`config.mk`:
```
export PLATFORM = sky130hd
export DESIGN_NAME = shr_seq_ift
export DESIGN_NICKNAME = d
export VERILOG_FILES = /design/src/rtl/shr_seq_ift.sv
export SDC_FILE = /design/constraint.sdc
export NUM_CORES = 1
export LEC_CHECK = 0
export ABC_AREA = 0
export CAP_MARGIN = 5
export CORE_MARGIN = 2
export CORE_UTILIZATION = 21
export DETAILED_ROUTE_END_ITERATION = 16
export PLACE_DENSITY = 0.77
export SETUP_SLACK_MARGIN = 0.02
export SLEW_MARGIN = 20
export SYNTH_ARGS = -nofsm -noshare
export SYNTH_HDL_FRONTEND = slang
export SYNTH_SLANG_ARGS = --single-unit
```
`constraint.sdc`:
```
create_clock -name clk -period 1 [get_ports clk]
set_input_delay 0.1 -clock clk [delete_from_list [all_inputs] [get_ports clk]]
set_output_delay 0.1 -clock clk [all_outputs]
set_load 0.02 [all_outputs]
```
`src/rtl/shr_seq_ift.sv`:
```
// Sequential logical right shifter with taint-label propagation.
// Taint register present only when SHR_SEQ_TAINT_EN is defined.
module shr_seq_ift #(
  parameter int WIDTH  = 4,
  parameter int TWIDTH = 32
) (
  input  logic              clk,
  input  logic              rst_n,
  input  logic              in_valid,
  output logic              in_ready,
  input  logic [WIDTH-1:0]  a,
  input  logic [TWIDTH-1:0] a_t,
  input  logic [WIDTH-1:0]  b,
  input  logic [TWIDTH-1:0] b_t,
  output logic              out_valid,
  input  logic              out_ready,
  output logic [WIDTH-1:0]  c,
  output logic [TWIDTH-1:0] c_t,
  output logic              busy
);

  localparam int CW = $clog2(WIDTH + 1);
  localparam logic [CW-1:0] CNT_MAX = CW'(WIDTH);

  typedef enum logic [1:0] {
    IDLE  = 2'd0,
    SHIFT = 2'd1,
    DONE  = 2'd2
  } state_t;

  state_t state, state_nx;

  logic [WIDTH-1:0] sr;
  logic [CW-1:0]    cnt;
  logic [CW-1:0]    cnt_ld;
  logic             accept;

  // Amounts at or beyond WIDTH saturate: WIDTH shifts already clear everything.
  assign cnt_ld = (32'(b) >= 32'(WIDTH)) ? CNT_MAX : CW'(b);
  assign accept = (state == IDLE) && in_valid;

  always_ff @(posedge clk or negedge rst_n) begin
    if (!rst_n) state <= IDLE;
    else        state <= state_nx;
  end

  always_comb begin
    state_nx = state;
    unique case (state)
      IDLE:    if (in_valid) state_nx = (b == '0) ? DONE : SHIFT;
      SHIFT:   if (cnt == CW'(1)) state_nx = DONE;
      DONE:    if (out_ready) state_nx = IDLE;
      default: state_nx = IDLE;
    endcase
  end

  always_comb begin
    in_ready  = 1'b0;
    out_valid = 1'b0;
    busy      = 1'b1;
    unique case (1'b1)
      (state == IDLE): begin
        in_ready = 1'b1;
        busy     = 1'b0;
      end
      (state == DONE): out_valid = 1'b1;
      default: ;
    endcase
  end

  always_ff @(posedge clk or negedge rst_n) begin
    if (!rst_n) begin
      sr  <= '0;
      cnt <= '0;
    end else if (accept) begin
      sr  <= a;
      cnt <= cnt_ld;
    end else if (state == SHIFT) begin
      sr  <= sr >> 1;
      cnt <= cnt - CW'(1);
    end
  end

  assign c = sr;

`ifdef SHR_SEQ_TAINT_EN
  logic [TWIDTH-1:0] taint;

  always_ff @(posedge clk or negedge rst_n) begin
    if (!rst_n)      taint <= '0;
    else if (accept) taint <= a_t | b_t;
  end

  assign c_t = taint;
`else
  logic unused_t;
  assign unused_t = ^{a_t, b_t};
  assign c_t = '0;
`endif

endmodule
```
[Word level (Yosys, flattened, before mapping)]
Cells that the tools add are included.
Word-level totals
  bits in registers: 9
  latch bits: 0
  RAM bits: 0
  ROM bits: 0
  input bits: 76
  output and inout bits: 39
  word-level logic and storage cells: 29
  memories kept: 0
Operators by class
  add/subtract/negate cells: 1
  $mul: 0
  div/mod/pow operators: 0
  magnitude comparators: 1
  eq/ne operators: 6
  shifts and indexed selects: 0
  multiplexer cells: 13
  bitwise operators: 0
  reductions and logical operators: 5
Operator list (number)
  3-bit 2-to-1 mux: 3
  2-bit 2-to-1 mux: 4
  4-bit 2-to-1 mux: 2
  2-bit != test, second input constant: 3
  2-bit case mux with 3 select lines: 1
  4-bit by 3-bit greater-or-equal comparator with 1-bit output, second input constant: 1
  4-bit zero test: 1
  3-bit by 1-bit == test with 1-bit output, second input constant: 1
  1-bit 2-to-1 mux: 3
  3-bit AND reduction: 1
  3-bit by 1-bit subtractor with 3-bit output, second input constant: 1
  2-bit by 1-bit == test with 1-bit output, second input constant: 1
  2-bit == test, second input constant: 1
  2-bit zero test: 1
  2-bit nonzero test: 1
  1-bit logical AND: 1

[Longest topological paths before layout]
  depth after elaboration: 4
  mapped depth: 5
  depth with buffers taken out: 5

[Worst setup path after synthesis]
OpenSTA, ideal clock, no wires.
  kind: register to register
  start: register state[0]
  end: register cnt[2]
  library setup time: 0.139 ns
  arrival: 0.991 ns
  required time: 0.861 ns
  setup slack: -0.130 ns
  stages on the path, launching flop included: 6
  path buffers: 2
  period minus slack after synthesis: 1.130 ns
  cells stage by stage: dfrtp_1 buf_6 nor2b_2 buf_6 a31oi_1 a22oi_2
On the way
  word-level cells in the longest chain between the ends: 3
  elaborated cells between the ends (all ways): 5
  those cells by class: eq/ne (1); mux (1); reduce/logical (3)
Ends and longest elaborated chain
  from (decl): line 31  | state_t state, state_nx;
  from (signal assigned): line 44  | else state <= state_nx;
  2-bit zero test: line 40  | assign accept = (state == IDLE) && in_valid;
  1-bit logical AND: line 40
  3-bit 2-to-1 mux / 2-bit nonzero test (equally long branches)
  to (signal assigned): line 77  | cnt <= cnt_ld;
  to (signal assigned): line 80  | cnt <= cnt - CW'(1);
  to (decl): line 34  | logic [CW-1:0] cnt;
Parallel ways exist; a longest one is shown, timed or not.
A chain may end at the register's enable or synchronous reset.

[Final worst setup path]
  start: register state[1]
  end: register sr[3], in the netlist c[3]
On the way
  word-level cells in the longest chain between the ends: 3
  elaborated cells between the ends (all ways): 5
  those cells by class: eq/ne (1); mux (1); reduce/logical (3)
Ends and longest elaborated chain
  2-bit zero test: line 40
  1-bit logical AND: line 40
  4-bit 2-to-1 mux / 2-bit nonzero test (equally long branches)
  to (signal assigned): line 79  | sr <= sr >> 1;
  to (decl): line 33  | logic [WIDTH-1:0] sr;
Parallel ways exist; a longest one is shown, timed or not.

==> impl.org <==
** Final layout
- In the final layout, the share of cells above drive strength 1 is 0.328.
- Once layout is complete, the utilization of the core stands at 0.307.
- From synthesis to final layout, the design area changed by 37.3%.
- Post-layout net count :: 201
- The finished layout holds 168 standard cells, fillers aside.
- 0 antenna diodes ended up in the layout.

** Worst setup path
- R2R Path Start :: state[1]$_DFFE_PN0P_
- The worst setup path is launched from a register.
- Worst-case register-to-register setup slack :: -0.20 ns
- Critical path fanouts, max :: 6
- Critical Path RT :: 1.15 ns
- CP endpoint :: c[3]$_DFFE_PN0P_
- Reg2Reg Depth :: 4
- The worst setup path is captured at a register.
- The worst register-to-register path ends at c[3]$_DFFE_PN0P_.
- Data on the critical path arrives at its endpoint at 1.35 ns.
- The setup path with the least slack is of type register to register.
- Tracing the worst setup path back leads to its startpoint at state[1]$_DFFE_PN0P_.

** Timing
- Final critical delay including setup and external delays :: 1.20 ns
- For this run, the top clock speed supported by timing is 831 MHz.
- Final clock skew :: 0.00614 ns
- Final hold violation count :: 0
- Setup violations remaining at the end of the flow were counted as 11.
- In the finished design, the share of the clock period the worst path needs comes to 1.20.
- After routing, the total negative slack on setup checks comes to -1.73 ns.
- Unrepaired setup endpoints after global routing :: true
- Count of final max-slew check failures :: 0
- In the post-route analysis, the smallest setup slack over all paths is -0.203 ns.

** Routing
- For this run, design rule violations remaining after detail routing come to 0.
- Using the TritonRoute via totals, the vias-per-cell ratio works out to 3.54.
- The final layout contains routed wiring with a total length of 1520 microns.
- First-pass iteration count of the detailed router :: 4
- After detailed routing, the average wire length per cell comes to 9.07 microns.
- The routed layout has 594 vias.
- Violation count after the first detailed-routing iteration :: 20
- The count of nets left with antenna violations once routing finished came out at 0.

** Synthesis
- By instance count, the leading cell after synthesis is buf_4.
- Of the post-synthesis cell area, the dominant cell type holds 0.314.
- Of the total synthesized cell area, the portion taken by AND, OR, NAND and NOR gates is 0.162.
- Counting flops with a built-in enable in the synthesized netlist gives 0.
- Adder and majority cell fraction of the synthesized area :: 0.0327
- buf_4 takes more of the synthesized area than any other cell.
- For this run, asynchronously set or reset flops after synthesis account for 1.00.
- Mean post-synth cell area :: 8.79 sq um
- Share of cell area taken by muxes after synthesis :: 0
- After technology mapping, the gate count stands at 87.
- After synthesis, the most frequently instantiated cells are buf_4, dfrtp_1, nand2_1.
- Top_reg_cell synth :: dfrtp_1
- Syn Std Cell Area :: 764 sq um
- Synthesis inferred 9 register bits.
- The complex-gate fraction of the synthesized area is 0.121.
- Leading cell types by total area after synthesis :: buf_4, dfrtp_1, nand2_1, ha_1, a22oi_1
- Yosys warnings :: 0
- Of the total synthesized cell area, the portion taken by XOR and XNOR cells is 0.0115.
- Number of distinct library cells after synthesis :: 27
- Portion of the post-synthesis area used by sequential elements :: 0.295
- By area, the combinational part of the netlist is dominated by buffers and inverters.

** Die
- Effective utilization at floorplan :: 0.224
- Total die area :: 4140 sq um
- Area of the core :: 3420 sq um
- DIE WIDTH :: 64.3 microns
- I/O pin count :: 115
- The floorplan has 21 rows.
- The die is 64.3 microns tall.

** Place
- Final weighted congestion in routability-driven placement :: 0.748
- Input and output buffers added on the ports amount to 18.
- At the placement stage, the worst setup path has a slack of -0.353 ns.
- Post-placement cell count :: 163
- Detailed placement ended at an HPWL of 1170 microns.

** Clock tree
- TritonCTS clock tree :: built
- Total CTS buffers :: 3
- Number of sinks driven by the clock tree :: 9
- The longest clock path from root to sink contains 2 buffers.
- Clock tree synthesis selected as its root buffer the cell clkbuf_4.
- Clock-pin slew was measured on the worst setup and hold paths at 0.06 ns.
- The later pin in the worst-skew pair is clocked with a latency of 0.26 ns.
- For this design, the CTS-stage hold fixing added 0 buffers.
- Number of levels the H-tree was split into :: 1

** Flow run
- # Max-Cap Violations :: 0

** Run status
- The flow ran to the end, but the final reports show violations.
- The final reports fail on setup timing.

** Global route
- Tot GR Track Use :: 0.0755
- Vias in the first global route :: 525
- Pin count of the biggest net entering global routing :: 10
- After global routing the overflow that remains totals 0.
- Global-route wire length before repair :: 2440 microns
- Antenna violations before repair :: 0

** Pwr
- The design draws 0.00288 W.
- Peak supply drop :: 1110 uV
- Ratio of total power to cell area :: 2740 nW/um^2
- Static power due to leakage :: 0.541 nW

** Min path
- In this run the worst hold path is classified as input port to async pin.
[kinds of logic after synthesis]
family                     count (synthesis)
DFF                                        9
AOI/OAI and AO/OA                         13
other                                      1
xor gates and xnor gates                   1
and+or+nand+nor                           21
buffers and inverters                     40
adders and majority gates                  2
[report_power, final]
group	switching [W]	internal [W]	leakage, nW
sequential	0.000119	0.000539	0.111
combinational	0.000985	0.000950	0.415
clock	0.000131	0.000154	0.0150
total	0.00123	0.00164	0.541
[metrics by stage]
| stage | instance area [sq um] | hold slack (ns) |
|---|---|---|
| detailed placement | 985 | 0.400 |
| finish | 1050 | 0.114 |
| global placement | 985 | 0.398 |
| global route | 1050 | 0.125 |
| floorplan | 897 | -0.196 |
| CTS | 1040 | 0.112 |
[flip-flops by register name, indices dropped and copies added (netlist names)]
signal	cells
cnt	3
c	4
state	2
[cells in the final DEF (no fill, tap or decap), types with 2 or more instances in the layout]
cell type | Yosys | routed
conb_1 | 1 | 32
buf_4 | 32 | 11
nand2_1 | 9 | 9
dfrtp_1 | 9 | 8
clkdlybuf4s50_1 | 0 | 7
buf_6 | 2 | 7
inv_1 | 6 | 5
buf_2 | 0 | 5
o21ai_1 | 1 | 3
clkbuf_4 | 0 | 3
dlygate4sd2_1 | 0 | 3
a22oi_2 | 1 | 2
a22oi_1 | 3 | 2
nand3_2 | 0 | 2
[per-layer routing]
metal | vias up | global-route usage | part of all wire
met1 | 258 | 0.0976 | 0.43
met5 | - | 0 | 0
met2 | 47 | 0.115 | 0.44
met3 | 0 | 0.0352 | 0.13
met4 | 0 | 0.0160 | 0
li1 | 289 | - | -
[worst max-delay path, cell delays in order, from the launching register on]
cell and delay, ns:
dfrtp_2 0.43, buf_6 0.14, or3b_4 0.41, nand3_2 0.07, nand2_1 0.05
[worst min-delay path by stage]
stage	from	endpoint	slack (ns)	cells after the start
2_1_floorplan	rst_n	c[0]$_DFFE_PN0P_	-0.20	0
3_3_place_gp	rst_n	cnt[1]$_DFFE_PN0P_	0.40	2
3_5_place_dp	rst_n	cnt[1]$_DFFE_PN0P_	0.40	2
4_1_cts	rst_n	c[1]$_DFFE_PN0P_	0.11	2
5_1_grt	rst_n	cnt[1]$_DFFE_PN0P_	0.13	2
6_report	rst_n	cnt[2]$_DFFE_PN0P_	0.11	2
[final cells by class]
type                       instances  area (sq um)
tap                               46          57.6
multi-input combinational         69           422
timing repair buffer              34           295
inverter                           6          22.5
sequential                         9           226
fill                             376          2370
clock buffer                       4          26.3
[repair_timing]
| item | in CTS | in global routing |
|---|---|---|
| pin swaps | 7 | 5 |
| resized for setup | 50 | 2 |
| endpoints found under the setup margin | 16 | 12 |
| setup buffers | 1 | 0 |
No activity file was read; power rests on OpenSTA's default activity.
